**src/rtl/seg7_scan_driver.sv**
```systemverilog
// Time-multiplexed common-anode seven-segment scan driver with shadowed display word,
// hex glyphs, per-digit blanking and an anti-ghost gap. Optional: SEG7_LZ_SUPPRESS_EN.
module seg7_scan_driver #(
  parameter int NUM_DIGITS  = 8,
  parameter int REFRESH_DIV = 1024,
  parameter int GAP_CYCLES  = 4
) (
  input  logic                    clock,
  input  logic                    reset,
  input  logic                    load,
  input  logic [4*NUM_DIGITS-1:0] digits,
  input  logic [NUM_DIGITS-1:0]   blank,
  input  logic                    hex_mode,
  output logic [6:0]              seg,
  output logic [NUM_DIGITS-1:0]   an,
  output logic                    frame_done
);

  localparam int CNT_W = (REFRESH_DIV > 1) ? $clog2(REFRESH_DIV) : 1;
  localparam int IDX_W = (NUM_DIGITS > 1) ? $clog2(NUM_DIGITS) : 1;
  localparam logic [CNT_W-1:0] CNT_MAX = CNT_W'(REFRESH_DIV - 1);
  localparam logic [CNT_W-1:0] CNT_GAP = CNT_W'(GAP_CYCLES);
  localparam logic [IDX_W-1:0] IDX_MAX = IDX_W'(NUM_DIGITS - 1);
  localparam logic [6:0]       SEG_DARK = 7'h7F;

  // Segment pattern for one nibble, {g,f,e,d,c,b,a} active-low.
  function automatic logic [6:0] f_glyph(input logic [3:0] v, input logic hex);
    logic [6:0] g;
    case (v)
      4'd0:    g = ~7'h3F;
      4'd1:    g = ~7'h06;
      4'd2:    g = ~7'h5B;
      4'd3:    g = ~7'h4F;
      4'd4:    g = ~7'h66;
      4'd5:    g = ~7'h6D;
      4'd6:    g = ~7'h7D;
      4'd7:    g = ~7'h07;
      4'd8:    g = ~7'h7F;
      4'd9:    g = ~7'h6F;
      4'd10:   g = hex ? ~7'h77 : SEG_DARK;
      4'd11:   g = hex ? ~7'h7C : SEG_DARK;
      4'd12:   g = hex ? ~7'h39 : SEG_DARK;
      4'd13:   g = hex ? ~7'h5E : SEG_DARK;
      4'd14:   g = hex ? ~7'h79 : SEG_DARK;
      default: g = hex ? ~7'h71 : SEG_DARK;
    endcase
    return g;
  endfunction

  logic [4*NUM_DIGITS-1:0] r_digits;
  logic [NUM_DIGITS-1:0]   r_blank;
  logic                    r_hex;
  logic [CNT_W-1:0]        r_cnt;
  logic [IDX_W-1:0]        r_idx;
  logic [6:0]              r_seg;
  logic [NUM_DIGITS-1:0]   r_an;
  logic                    r_frame_done;

  logic                    w_slot_end;
  logic                    w_last_digit;
  logic [3:0]              w_nib;
  logic [NUM_DIGITS-1:0]   w_suppress;
  logic [6:0]              w_seg_nxt;
  logic [NUM_DIGITS-1:0]   w_an_nxt;

  assign w_slot_end   = (r_cnt == CNT_MAX);
  assign w_last_digit = (r_idx == IDX_MAX);
  assign w_nib        = r_digits[{r_idx, 2'b00} +: 4];

`ifdef SEG7_LZ_SUPPRESS_EN
  // A zero digit goes dark while every visible digit above it is also zero.
  logic [NUM_DIGITS-1:0] w_zero_above;
  always_comb begin
    w_zero_above = '0;
    w_suppress   = '0;
    w_zero_above[NUM_DIGITS-1] = 1'b1;
    for (int i = NUM_DIGITS - 2; i >= 0; i--) begin
      w_zero_above[i] = w_zero_above[i+1] &
                        (r_blank[i+1] | (r_digits[4*(i+1) +: 4] == 4'd0));
    end
    for (int i = 1; i < NUM_DIGITS; i++) begin
      w_suppress[i] = w_zero_above[i] & (r_digits[4*i +: 4] == 4'd0);
    end
  end
`else
  assign w_suppress = '0;
`endif

  // Blanked digits keep their anode asserted so every slot has equal on-time.
  always_comb begin
    w_an_nxt  = '1;
    w_seg_nxt = SEG_DARK;
    if (r_cnt >= CNT_GAP) begin
      w_an_nxt[r_idx] = 1'b0;
      if (!r_blank[r_idx] && !w_suppress[r_idx]) begin
        w_seg_nxt = f_glyph(w_nib, r_hex);
      end
    end
  end

  always_ff @(posedge clock or posedge reset) begin
    if (reset) begin
      r_digits <= '0;
      r_blank  <= '1;
      r_hex    <= 1'b0;
    end else if (load) begin
      r_digits <= digits;
      r_blank  <= blank;
      r_hex    <= hex_mode;
    end
  end

  always_ff @(posedge clock or posedge reset) begin
    if (reset) begin
      r_cnt        <= '0;
      r_idx        <= '0;
      r_frame_done <= 1'b0;
    end else begin
      if (w_slot_end) begin
        r_cnt <= '0;
        r_idx <= w_last_digit ? '0 : r_idx + IDX_W'(1);
      end else begin
        r_cnt <= r_cnt + CNT_W'(1);
      end
      r_frame_done <= w_slot_end & w_last_digit;
    end
  end

  always_ff @(posedge clock or posedge reset) begin
    if (reset) begin
      r_seg <= SEG_DARK;
      r_an  <= '1;
    end else begin
      r_seg <= w_seg_nxt;
      r_an  <= w_an_nxt;
    end
  end

  assign seg        = r_seg;
  assign an         = r_an;
  assign frame_done = r_frame_done;

endmodule
```
**config.mk**
```make
export PLATFORM = sky130hd
export DESIGN_NAME = seg7_scan_driver
export DESIGN_NICKNAME = d
export VERILOG_FILES = /design/src/rtl/seg7_scan_driver.sv
export SDC_FILE = /design/constraint.sdc
export NUM_CORES = 1
export LEC_CHECK = 0
export ABC_AREA = 1
export CORE_AREA = 4 4 93 95
export DETAILED_ROUTE_END_ITERATION = 10
export DIE_AREA = 0 0 97 99
export GPL_ROUTABILITY_DRIVEN = 0
export MAX_ROUTING_LAYER = met4
export PLACE_DENSITY = 0.73
export SLEW_MARGIN = 20
export SYNTH_ARGS = -nofsm -noshare
export SYNTH_HDL_FRONTEND = slang
export SYNTH_SLANG_ARGS = --single-unit
```
**constraint.sdc**
```tcl
create_clock -name clock -period 2.2 [get_ports clock]
set_input_delay 0.44 -clock clock [delete_from_list [all_inputs] [get_ports clock]]
set_output_delay 0.44 -clock clock [all_outputs]
set_load 0.02 [all_outputs]
```
# Word-level counts from Yosys, hierarchy flattened
# Memory sizes are Yosys's and may differ from the RTL's.
# Index checks and enable logic that the tools add are counted.
# totals
latchBits	0
elab_cells	55
input_bits	44
rom_bits	8
ff_bits	70
ramBits	0
out_inout_bits	16
memories	1
# classes
multipliers	0
shift	1
muxes	17
div_mod_pow	0
n_lt_le_gt_ge	3
eq_ne	16
bitwise	2
addsub	2
reduce_logical	5
# mem_list
memory	words	width	read_ports	rd_ports_with_merged_regs	wr	line	source
(name not given)	8	1	1	0	0	95	if (!r_blank[r_idx] && !w_suppress[r_idx]) begin
# ops
op	n
case mux 7 bit (15 select lines)	1
two-way mux 7 bit	7
variable part select 32 x 6 -> 4 bit	1
== test 4 bit (second input constant)	7
== test 4 x 3 -> 1 bit (second input constant)	4
adder 10 x 1 -> 10 bit (second input constant)	1
== test 10 bit (second input constant)	1
greater-or-equal comparator 10 x 3 -> 1 bit (second input constant)	1
two-way mux 10 bit	1
== test 4 x 2 -> 1 bit (second input constant)	2
two-way mux 8 bit	1
NOT 8 bit	1
two-way mux 6 bit	1
== test 4 x 1 -> 1 bit (second input constant)	1
logical NOT 4 bit	1
< comparator 3 x 4 -> 1 bit (second input constant)	1
adder 3 x 1 -> 3 bit (second input constant)	1
binary-select mux 1 bit (select 3 bit)	1
demux 1 bit (select 3 bit)	1
== test 3 bit (second input constant)	1
greater-or-equal comparator 3 x 1 -> 1 bit (second input constant)	1
two-way mux 1 bit	3
two-way mux 3 bit	1
logical AND 1 bit	2
other kinds (2)	3

# Logic depth before layout (Yosys ltp)
# Gate-level depths: netlist (run 1).
# logic_depth
depth_word	6
ltp_mapped	14
ltp_nobuf	12

# Least setup slack after synthesis (run 1)
# No wires, ideal clock.
# synth_timing
path_type	reg-to-reg
start	register r_cnt[0]
end	register r_cnt[7]
t_arrival_ns	1.445
synth_period_minus_slack_ns	1.580
n_path_buf	0
path_slack_ns	0.620
required_ns	2.065
path_stages_with_launch	9
setup_time_ns	0.135
cell_sequence	dfrtp_1 ha_1 nand3_1 nor3_1 nand2_1 nor2_2 inv_1 o21ai_1 a21oi_1
# synth_between
elab_chain_cells	2
elab_cells_between_ends	3
classes_between	add/sub (1); eq/ne (1); mux (1)
# synth_rtl
element	line	source
start, declared	53	logic [CNT_W-1:0] r_cnt;
start signal, assigned	123	r_cnt <= r_cnt + CNT_W'(1);
adder 10 x 1 -> 10 bit / == test 10 bit (equally long branches)	123, 66	
two-way mux 10 bit (*)	119	if (w_slot_end) begin
# Mark *: on every way between the ends. The rest lies on a longest branch, timed or not.
# A chain may end at the register's enable or synchronous reset.

# Worst setup path in the final report (run 1)
# layout_timing
start	register r_idx[0]
end	register r_seg[4] (netlist: seg[4])
# layout_between
elab_chain_cells	6
elab_cells_between_ends	26
classes_between	eq/ne (14); shift (1); mux (6); reduce/logical (4); memory (1)
# layout_rtl
element	line	source
start, declared	54	logic [IDX_W-1:0] r_idx;
start signal, assigned	121	r_idx <= w_last_digit ? '0 : r_idx + IDX_W'(1);
parallel branches: the longest is 4 deep, another holds variable part select 32 x 6 -> 4 bit	-	
two-way mux 7 bit (*)	95	
two-way mux 7 bit (*)	93	if (r_cnt >= CNT_GAP) begin
named net w_seg_nxt[4]	63	logic [6:0] w_seg_nxt;
end signal, assigned	134	r_seg <= w_seg_nxt;
end, declared	55	logic [6:0] r_seg;
# Mark *: on every way through the listed nets, which the timed path passes. The select of a mux whose other input is x is not followed.

==> metrics.md, run 1 <==
| Metric | Value |
|---|---|
| Top cells by area, synth | `dfrtp_1 34%, dfstp_2 18%, nand2_1 14%` |
| CP Class | `register to register` |
| Worst-Margin Slew | `0.5434 ns` |
| Synthesized flop and latch total | `70` |
| Slew Viols, Final | `0` |
| Post-synth top area cell | `dfrtp_1` |
| Outcome | `complete, no violations` |
| EDFF count, synth | `0` |
| Peak supply drop | `0.3138 mV` |
| Largest family of logic cells by synthesized area | `simple AND/OR/NAND/NOR gates` |
| Synthesized area | `3416 sq um` |
| Synthesis-to-layout area growth | `27.77%` |
| Max clock buf depth | `2` |
| Avg Cell Area, Syn | `7.999 sq um` |
| PwrDens | `706.2 nW/um^2` |
| H-tree depth | `3` |
| CP Data Required Time | `2.46 ns` |
| Largest net degree at the start of global routing | `71` |
| Seq/Total Area, Yosys | `0.5212` |
| Vias in the first global route | `2,742` |
| Clock Sink Count | `70` |
| FFs w/ async S/R, synth | `1.000` |
| Multiplexer area fraction after synthesis | `0.01319` |
| Synth Area in Adders | `0.01465` |
| Root buffer cell | `clkbuf_8` |
| Critical-path cell list | `buf_12, nand2_1, nand3_1, nand2_1, nor2_2, nor2_4, nand3_1, nand2_1, nor2_1, nand3_1` |
| HP Class | `input pin to async pin` |
| Synth Area in XOR/XNOR | `0.007692` |
| Setup slack after layout | `0.3000 ns` |
| Top FF cell, synth | `dfrtp_1` |
| Final Hold Fails | `0` |
| ANT nets after route | `0` |
| DRC | `0` |
| Max cap viols | `0` |
| Area of the core | `7727 sq um` |
| GRT Total Usage | `0.1659` |
| N_diodes | `0` |
| Global-route wire length before repair | `12.54 mm` |
| Worst path slowest cell | `dfrtp_1` |
| CTS tree | `yes` |
| Crit path max fanout | `19` |
| Die width | `97 um` |
| Initial antenna violation count | `0` |
| RR Endpoint | `seg[4]` |
| Syn Nets | `475` |
| Dpl hpwl | `5.403 mm` |
| Synth Instances | `427` |
| # IOs | `60` |
| DIE AREA | `9603 sq um` |
| Yosys cell types | `30` |
| WP data arrival | `2.16 ns` |
| Synth Area in Compound Gates | `0.08242` |
| Post-CTS Hold Fix Bufs | `0` |
| Most common cell after layout, fill and taps aside | `nand2_1` |
| Crit path buf inv count | `1` |
| P_leak | `2.150 nW` |
| Synth warn | `0` |
| CP Capture Type | `register` |
| Port buffer count | `59` |
| Crit share post-route | `0.8636` |
| DRT Pass-1 Iters | `5` |
| Starting Density | `0.4420` |
| Cell family with most CP delay | `simple AND/OR/NAND/NOR gates` |
| DR vias | `2,845` |
| Synth Area in Simple Gates | `0.2608` |
| Fmax | `526.3 MHz` |
| Clock Latency Late Sink | `0.34 ns` |
| Reg2reg start | `r_idx[0]` |
| Post-CTS Resized | `0` |
| Final WL | `7.380 mm` |
| Min Tclk post-route | `1.900 ns` |
| FF-to-FF path depth | `10` |
| DRT iter0 DRCs | `167` |
| Pre-CTS setup slack | `0.3577 ns` |
| Ratio of cells with drive above 1 in the final layout | `0.1481` |
| Num rows | `32` |
| Area share of the largest cell type after synthesis | `0.3443` |
| Die Ht | `99 um` |
| Crit path largest cell delay | `0.57 ns` |
| Via-per-instance ratio | `4.782` |
| Reg2reg setup slack | `0.30 ns` |
| Worst-path clk slew | `0.07 ns` |
| CTS Buf Count | `9` |
| Postcts setup bufs | `0` |
| Fillers | `677` |
| Max Clock Skew | `0.006797 ns` |
| Most frequent cells in the layout | `130 x nand2_1, 60 x inv_1, 58 x clkdlybuf4s50_1, 47 x dfrtp_1, 43 x o21ai_0` |
| Relative slew slack | `0.6349` |
| RSZ-0062 raised after global routing | `no` |
| WL/cell | `12.40 um` |
| Type of origin of the critical path | `register` |
| Total Negative Setup Slacks | `0 ns` |
| # nets final | `536` |
| Congestion Overflow GR | `0` |
| # setup viols final | `0` |
## routing by layer
metal  up-vias  track usage  wire length [um]
met4         0      0.06156               143
met5         -            -                 0
met1      1310       0.2133              3354
met2        89       0.2596              3467
met3        14      0.03468               415
li1       1432            -                 -
## cell type report
| class | count | area, sq um | area share |
|---|---|---|---|
| clock buffers | 9 | 123.9 | 0.02838 |
| flip-flops and latches | 70 | 1780 | 0.4080 |
| inverters | 72 | 272.8 | 0.06250 |
| clock inverters | 7 | 112.6 | 0.02580 |
| multi-input cells | 272 | 1294 | 0.2964 |
| well taps | 102 | 127.6 | 0.02924 |
| repair buffers | 63 | 653.1 | 0.1497 |
## synthesized netlist by cell type (3+ instances only)
cell / n
nand3_1: 33
ha_1: 4
clkbuf_1: 7
mux2_2: 4
nor2_2: 5
nor3_1: 4
nor2_1: 24
xor2_1: 3
inv_1: 61
nor2_4: 4
nand2_1: 130
o21ai_0: 43
dfrtp_1: 47
a21oi_1: 5
dfstp_2: 23
inv_2: 10
## how the worst max path moves through the flow
stage | start | endpoint | cells after the start
finish | r_idx[0] | seg[4] | 10
global route | r_idx[0] | seg[5] | 7
CTS | seg[2] | seg[2] | 1
detailed placement | r_idx[0] | seg[4] | 10
global placement | r_idx[0] | seg[0] | 7
floorplan | reset | frame_done | 1
## cell families (layout without fill, tap and decap cells)
kind of cell,after synthesis,after routing
buffers and inverters,85,151
AND/OR/NAND/NOR,207,207
flip-flops,70,70
adder cells (fa/ha/maj),4,4
XOR/XNOR,3,3
AO/OA/AOI/OAI,54,54
multiplexers,4,4
## power by group
group,switching [W],leakage (nW),internal (W)
Sequential,0.0000252,0.824,0.00140
Clock,0.000477,0.119,0.000747
Combinational,0.000241,1.21,0.000190
## metrics by stage
stage                     power [W]  instance area [sq um]  std cells  hold WS (ns)    util
after floorplan            0.001693                   3416        427        0.4592       -
after global placement     0.001874                   4128        579        0.4820  0.5342
after detailed placement   0.001883                   4128        579        0.4801  0.5342
after CTS                  0.003105                   4364        595        0.4963  0.5648
after global routing       0.003232                   4364        595        0.5184  0.5648
final                      0.003082                   4364        595        0.4924  0.5648
## registers in the layout, summed over array words and instances, names as in the netlist
register / cells
r_hex: 1
r_cnt: 10
frame_done: 1
r_idx: 3
seg: 7
an: 8
r_blank: 8
r_digits: 32
## worst reg2reg max path, delay by kind of cell (launching register included)
| kind | cells | cell delay [ns] |
|---|---|---|
| buf+inv | 1 | 0.20 |
| simple gates | 9 | 1.06 |
| flops | 1 | 0.57 |
Power figures use the tool's default switching activity.
==> run 2: changes to the inputs <==
--- a/config.mk
+++ b/config.mk
@@ -5,10 +5,9 @@
 export SDC_FILE = /design/constraint.sdc
 export NUM_CORES = 1
 export LEC_CHECK = 0
-export ABC_AREA = 1
-export CORE_AREA = 4 4 93 95
+export CORE_AREA = 4 4 91 93
 export DETAILED_ROUTE_END_ITERATION = 10
-export DIE_AREA = 0 0 97 99
+export DIE_AREA = 0 0 95 97
 export GPL_ROUTABILITY_DRIVEN = 0
 export MAX_ROUTING_LAYER = met4
 export PLACE_DENSITY = 0.73
==> run 2 against run 1 <==
  * Cell count fell by 30%
  * Global-route usage decreased by 1.9 points
  * Combinational power is essentially flat
  * Sequential power about the same
  * Largest cell class unchanged
  * Highest routed layer unchanged
==> metrics.md, run 2 <==
| Metric | Value |
|---|---|
| Outcome | `complete, no violations` |
| Largest net degree at the start of global routing | `71 (unchanged)` |
| Min Tclk post-route | `2.040 ns (+0.1402 ns)` |
| # nets final | `358 (-33%)` |
| Register area | `1780 sq um (unchanged)` |
| GRT Total Usage | `0.1466 (-0.01928)` |
| Footprint of the multi-input gates | `1369 sq um (+5.8%)` |
| Port buffer count | `59 (unchanged)` |
| CTS Buf Count | `9 (unchanged)` |
| Clock Sink Count | `70 (unchanged)` |
| WP data arrival | `2.33 ns (+0.17 ns)` |
| Yosys cell types | `37 (+23%)` |
| N_diodes | `0 (unchanged)` |
| Cell family with most CP delay | `multiplexers` |
| Ratio of cells with drive above 1 in the final layout | `0.3460 (+0.1980)` |
| Avg Cell Area, Syn | `13.52 sq um (+69%)` |
| Max reg flops | `32 (unchanged)` |
| Crit path max fanout | `7 (-12)` |
| HP Class | `register to register` |
| Post-synth top cells | `48 x mux2_2, 47 x dfrtp_1, 23 x dfstp_2, 18 x nand2_1, 9 x nor2_1` |
| Synthesis-to-layout area growth | `28.96%` |
| # IOs | `60 (unchanged)` |
| Starting Density | `0.4328 (-0.009188)` |
| Most common cell after layout, fill and taps aside | `clkdlybuf4s50_1` |
| Total Negative Setup Slacks | `0 ns (unchanged)` |
| RSZ-0062 raised after global routing | `no` |
| Most frequent cells in the layout | `58 x clkdlybuf4s50_1, 48 x mux2_2, 47 x dfrtp_1, 23 x dfstp_2, 18 x nand2_1` |
| Area share of the largest cell type after synthesis | `0.3610 (+0.01666)` |
| Placed inst area | `3993 sq um (-3.3%)` |
| Slew Viols, Final | `0 (unchanged)` |
| Num rows | `32 (unchanged)` |
| CTS tree | `yes` |
| DRT iter0 DRCs | `68 (-59%)` |
| Root buffer cell | `clkbuf_8` |
| Congestion Overflow GR | `0 (unchanged)` |
| Regs by FF count | `r_digits (32), r_cnt (10)` |
| Relative slew slack | `0.5254 (-0.1095)` |
| Dpl hpwl | `4.358 mm (-19%)` |
| Worst-path clk slew | `0.07 ns (about the same)` |
| Post-synth top area cell | `dfrtp_1` |
| Crit share post-route | `0.9273 (+0.06372)` |
| Clock Latency Late Sink | `0.34 ns (about the same)` |
| Tot Pwr | `0.002933 W (-4.8%)` |
| Die width | `95 um (-2.1%)` |
| Worst path slowest cell | `mux4_2` |
| CP Data Required Time | `2.49 ns (+0.03 ns)` |
| Global-route wire length before repair | `10.11 mm (-19%)` |
| DIE AREA | `9215 sq um (-4.0%)` |
| EDFF count, synth | `0 (unchanged)` |
| Via-per-instance ratio | `5.034 (+5.3%)` |
| Peak supply drop | `0.4668 mV (+49%)` |
| DRC | `0 (unchanged)` |
| Top cells by area, synth | `dfrtp_1 36%, dfstp_2 19%, mux2_2 17%` |
| Synthesized flop and latch total | `70 (unchanged)` |
| Post-CTS Hold Fix Bufs | `0 (unchanged)` |
| Syn Nets | `289 (-39%)` |
| CP Class | `register to register` |
| Final Hold Fails | `0 (unchanged)` |
| P_leak | `1.714 nW (-20%)` |
| Hold_ws | `0.5012 ns (+0.008799 ns)` |
| CP Capture Type | `register` |
| Biggest register | `r_digits` |
| H-tree depth | `3 (unchanged)` |
| Synthesized area | `3258 sq um (-4.6%)` |
| Initial antenna violation count | `0 (unchanged)` |
| PwrDens | `698.2 nW/um^2 (-1.1%)` |
| Critical-path cell list | `buf_4, mux4_2, mux2i_4, o22ai_1, a222oi_1, nand2b_1` |
| Top FF cell, synth | `dfrtp_1` |
| Synth Instances | `241 (-44%)` |
| Reg2reg setup slack | `0.16 ns (-0.14 ns)` |
| Crit path largest cell delay | `0.55 ns (-0.02 ns)` |
| Synth warn | `0 (unchanged)` |
| Fillers | `648 (-4.3%)` |
| Final WL | `6.051 mm (-18%)` |
| Max Clock Skew | `0.005015 ns (-0.001782 ns)` |
| Crit path buf inv count | `1 (unchanged)` |
| WL/cell | `14.51 um (+17%)` |
| Max cap viols | `0 (unchanged)` |
| Fmax | `490.2 MHz (-6.9%)` |
| Area of the core | `7527 sq um (-2.6%)` |
| Seq/Total Area, Yosys | `0.5465 (+0.02522)` |
| ANT nets after route | `0 (unchanged)` |
| Type of origin of the critical path | `register` |
| Worst-Margin Slew | `0.7119 ns (+0.1685 ns)` |
| FFs w/ async S/R, synth | `1.000 (unchanged)` |
| Max clock buf depth | `2 (unchanged)` |
| Vias in the first global route | `2,087 (-24%)` |
| Die Ht | `97 um (-2.0%)` |
| DRT Pass-1 Iters | `4 (-1)` |
| DR vias | `2,099 (-26%)` |
| Design area | `4202 sq um (-3.7%)` |
| # setup viols final | `0 (unchanged)` |
| Count leader, synth | `mux2_2` |
-- run 2: cell count changes in the layout (fill, tap and decap cells not counted), moves of 5 or more --
cell,before,now
nor2_2,5,0
inv_2,11,1
xnor2_1,0,5
o21ai_0,43,3
buf_4,1,11
nand2_1,130,18
mux4_2,0,6
inv_1,60,3
nor2b_1,0,6
nand3_1,33,8
nor2_1,24,9
mux2_2,4,48
-- run 2: logic make-up (layout without fill, tap and decap cells) --
| group | Yosys count | after routing | share of synthesized area |
|---|---|---|---|
| AO/OA/AOI/OAI | 22 | 22 | 0.04070 |
| XOR/XNOR | 9 | 9 | 0.02419 |
| adder cells (fa/ha/maj) | 4 | 4 | 0.01536 |
| buffers and inverters | 18 | 92 | 0.03341 |
| flip-flops | 70 | 70 | 0.5465 |
| multiplexers | 63 | 63 | 0.2577 |
| AND/OR/NAND/NOR | 55 | 55 | 0.08218 |
-- run 2: report_power, final --
group | switching (W) | internal (W)
logic | 0.000178 | 0.000250
clock network | 0.000468 | 0.000585
registers | 0.0000459 | 0.00141
-- run 2: metrics by stage --
| step | utilization | setup slack, ns | instances |
|---|---|---|---|
| detailed placement | 0.5304 | 0.1118 | 400 |
| finish | 0.5582 | 0.1598 | 417 |
| global placement | 0.5304 | 0.1852 | 400 |
| global route | 0.5582 | 0.03629 | 417 |
| floorplan | - | 0.02985 | 241 |
| CTS | 0.5572 | 0.1023 | 416 |
-- run 2: per-layer routing --
| layer | global-route usage | up-vias | wire length, um |
|---|---|---|---|
| li1 | - | 999 | - |
| met1 | 0.1943 | 1027 | 2786 |
| met2 | 0.2164 | 62 | 2854 |
| met3 | 0.03733 | 11 | 309 |
| met4 | 0.05660 | 0 | 100 |
| met5 | - | - | 0 |
-- run 2: repair_timing --
item / 4_1_cts / 5_1_grt
setup buffers: 0 / 1
gates resized for setup: 0 / 0
setup endpoints to repair: 0 / 1
hold endpoints to repair: 0 / 0
-- run 2: layout make-up --
class,count,area share
sequential,70,0.4238
timing repair buffer,72,0.1686
clock buffer,13,0.03782
clock inverter,3,0.01013
inverter,4,0.003574
multi-input combinational,153,0.3258
tap,102,0.03038
-- run 2: path summary, 6_finish.rpt --
check / start / to / cells past startpoint
worst max-delay path: r_idx[0] / seg[0] / 6
worst min-delay path: r_cnt[0] / r_cnt[0] / 1
worst max register to register: r_idx[0] / seg[0] / 6
worst min register to register: r_cnt[0] / r_cnt[0] / 1
max in group asynchronous: reset / seg[1] / 3
min in group asynchronous: reset / frame_done / 3
==> run 3: changes to the inputs <==
--- a/config.mk
+++ b/config.mk
@@ -10,7 +10,7 @@
 export DIE_AREA = 0 0 95 97
 export GPL_ROUTABILITY_DRIVEN = 0
 export MAX_ROUTING_LAYER = met4
-export PLACE_DENSITY = 0.73
+export PLACE_DENSITY_LB_ADDON = 0.1
 export SLEW_MARGIN = 20
 export SYNTH_ARGS = -nofsm -noshare
 export SYNTH_HDL_FRONTEND = slang
==> run 3 against run 2 <==
  * Critical endpoint is now seg[2]
  * Combinational power up 1%
  * Die area unchanged
  * Largest power group unchanged
  * Non-clock buffer count down 3
  * Via count down 2.3%
  * Clock-buffer cell count down 1
  * Design area up 0.27%
  * Highest routed layer unchanged
  * Hold slack worse by 0.026 ns
  * First-iteration DRC count up 13%
  * Total power up 3.3%
==> metrics.md, run 3 (synthesized netlist as in run 2, its figures left out) <==
| Metric | Value |
|---|---|
| NetSw | `0.0007173 W (+3.7%)` |
| CP Data Required Time | `2.47 ns (-0.02 ns)` |
| Met3 Use GR | `0.04666 (+0.009331)` |
| Clock Sink Count | `70 (unchanged)` |
| Worst-path clk slew | `0.07 ns (about the same)` |
| Root buffer cell | `clkbuf_8` |
| ANT nets after route | `0 (unchanged)` |
| Design area | `4213 sq um (+0.27%)` |
| Vias in the first global route | `2,058 (-1.4%)` |
| Die Ht | `97 um (unchanged)` |
| PwrDens | `719.2 nW/um^2 (+3.0%)` |
| Type of origin of the critical path | `register` |
| Internal | `0.002313 W (+3.2%)` |
| WP data arrival | `2.28 ns (-0.05 ns)` |
| Ratio of cells with drive above 1 in the final layout | `0.3494 (+0.003327)` |
| Final Hold Fails | `0 (unchanged)` |
| Crit path max fanout | `10 (+3)` |
| Tot Pwr | `0.003030 W (+3.3%)` |
| H-tree depth | `3 (unchanged)` |
| Dpl hpwl | `4.340 mm (-0.42%)` |
| Max cap viols | `0 (unchanged)` |
| Min Tclk post-route | `2.008 ns (-0.03171 ns)` |
| Clock Latency Late Sink | `0.34 ns (about the same)` |
| Post-route non-filler standard cell count | `414 (-0.72%)` |
| Crit share post-route | `0.9129 (-0.01441)` |
| Sw Ratio | `0.2367 (+0.0008366)` |
| DRT iter0 DRCs | `77 (+13%)` |
| Initial antenna violation count | `0 (unchanged)` |
| Relative slew slack | `0.5338 (+0.008415)` |
| Congestion Overflow GR | `0 (unchanged)` |
| DRT Pass-1 Iters | `4 (unchanged)` |
| Comb power frac | `0.143 (-0.003)` |
| Final WL | `6.125 mm (+1.2%)` |
| Max Clock Skew | `0.006699 ns (+0.001683 ns)` |
| Port buffer count | `59 (unchanged)` |
| Fillers | `663 (+2.3%)` |
| Placed inst area | `3970 sq um (-0.56%)` |
| Fmax | `497.9 MHz (+1.6%)` |
| Reg2reg setup slack | `0.19 ns (+0.03 ns)` |
| Met2 Use GR | `0.2007 (-0.01573)` |
| Placed Cells | `397 (-0.75%)` |
| DIE AREA | `9215 sq um (unchanged)` |
| N_diodes | `0 (unchanged)` |
| # nets final | `355 (-0.84%)` |
| GRT Total Usage | `0.1492 (+0.002568)` |
| P_leak | `1.716 nW (about the same)` |
| Num rows | `32 (unchanged)` |
| DRC | `0 (unchanged)` |
| Outcome | `complete, no violations` |
| Largest net degree at the start of global routing | `71 (unchanged)` |
| Hold_ws | `0.4756 ns (-0.02565 ns)` |
| Clock power frac | `0.377 (+0.018)` |
| # setup viols final | `0 (unchanged)` |
| Starting Density | `0.4328 (unchanged)` |
| Max reg flops | `32 (unchanged)` |
| Slew Viols, Final | `0 (unchanged)` |
| CP Class | `register to register` |
| Total Negative Setup Slacks | `0 ns (unchanged)` |
| CTS Buf Count | `9 (unchanged)` |
| Die width | `95 um (unchanged)` |
| RSZ-0062 raised after global routing | `no` |
| Worst-Margin Slew | `0.6993 ns (-0.01262 ns)` |
| Most frequent cells in the layout | `58 x clkdlybuf4s50_1, 48 x mux2_2, 47 x dfrtp_1, 23 x dfstp_2, 18 x nand2_1` |
| CTS tree | `yes` |
| HP Class | `input pin to async pin` |
| # IOs | `60 (unchanged)` |
| Global-route wire length before repair | `10.24 mm (+1.3%)` |
| Regs by FF count | `r_digits (32), r_cnt (10)` |
| Seq pwr share | `0.480 (-0.015)` |
| Area of the core | `7527 sq um (unchanged)` |
| Peak supply drop | `0.3512 mV (-25%)` |
| Most common cell after layout, fill and taps aside | `clkdlybuf4s50_1` |
| CP Capture Type | `register` |
| WL/cell | `14.79 um (+2.0%)` |
| Max clock buf depth | `2 (unchanged)` |
| GR peak layer | `met1` |
| Met1 usage | `0.2090 (+0.01471)` |
| Via-per-instance ratio | `4.952 (-1.6%)` |
| Biggest register | `r_digits` |
| DR vias | `2,050 (-2.3%)` |
| Synthesis-to-layout area growth | `29.30%` |
| Register area | `1780 sq um (unchanged)` |
| Footprint of the multi-input gates | `1373 sq um (+0.27%)` |
-- run 3: changes by cell type in the layout (fill, tap and decap cells not counted), sizes merged --
| cell | previous run | this run |
|---|---|---|
| buf | 14 | 11 |
| clkinv | 1 | 2 |
| clkbuf | 13 | 12 |
-- run 3: power groups by stage --
stage               clock, W  combinational (W)  sequential, W
floorplan                  0           0.000239        0.00149
global placement           0           0.000423        0.00148
detailed placement         0           0.000430        0.00148
CTS                  0.00118           0.000431        0.00146
global route         0.00124           0.000471        0.00146
finish               0.00114           0.000433        0.00145
-- run 3: repair_timing --
action	in CTS	in global routing
setup buffers	0	1
hold buffers	0	0
resized for setup	0	2
setup endpoints to repair	0	2
-- run 3: worst paths after layout --
check	end	cells past startpoint	startpoint
max	seg[2]	7	r_idx[0]
min	r_digits[20]	3	reset
max reg2reg	seg[2]	7	r_idx[0]
min reg2reg	r_digits[10]	1	r_digits[10]
max in group asynchronous	r_blank[2]	3	reset
min in group clock	r_digits[10]	1	r_digits[10]
-- run 3: final cells by class --
class,instances,share of cell area
multi-input cells,153,0.3258
inverters,4,0.003564
well taps,102,0.03029
clock inverters,4,0.01218
flip-flops and latches,70,0.4226
repair buffers,69,0.1636
clock buffers,12,0.04188
-- run 3: worst max-delay path, cell delays in order (launching register included) --
cell and delay [ns]:
dfrtp_1 0.38, buf_4 0.18, mux4_2 0.53, mux2i_4 0.27
buf_6 0.18, nand2_1 0.08, a21o_1 0.18, o21ai_1 0.13
-- run 3: metrics by stage --
| step | util | setup slack [ns] |
|---|---|---|
| 6_report | 0.5597 | 0.1916 |
| 5_1_grt | 0.5597 | 0.03785 |
| 4_1_cts | 0.5577 | 0.1250 |
| 3_5_place_dp | 0.5274 | 0.1383 |
| 3_3_place_gp | 0.5274 | 0.1620 |
| 2_1_floorplan | - | 0.02985 |
-- run 3: metal layers --
metal / vias to the layer above / routed length [um] / part of all wire
met5: - / 0 / 0
met4: 0 / 85 / 0.014
met3: 7 / 311 / 0.051
met2: 53 / 2740 / 0.45
met1: 999 / 2988 / 0.49
li1: 991 / - / -
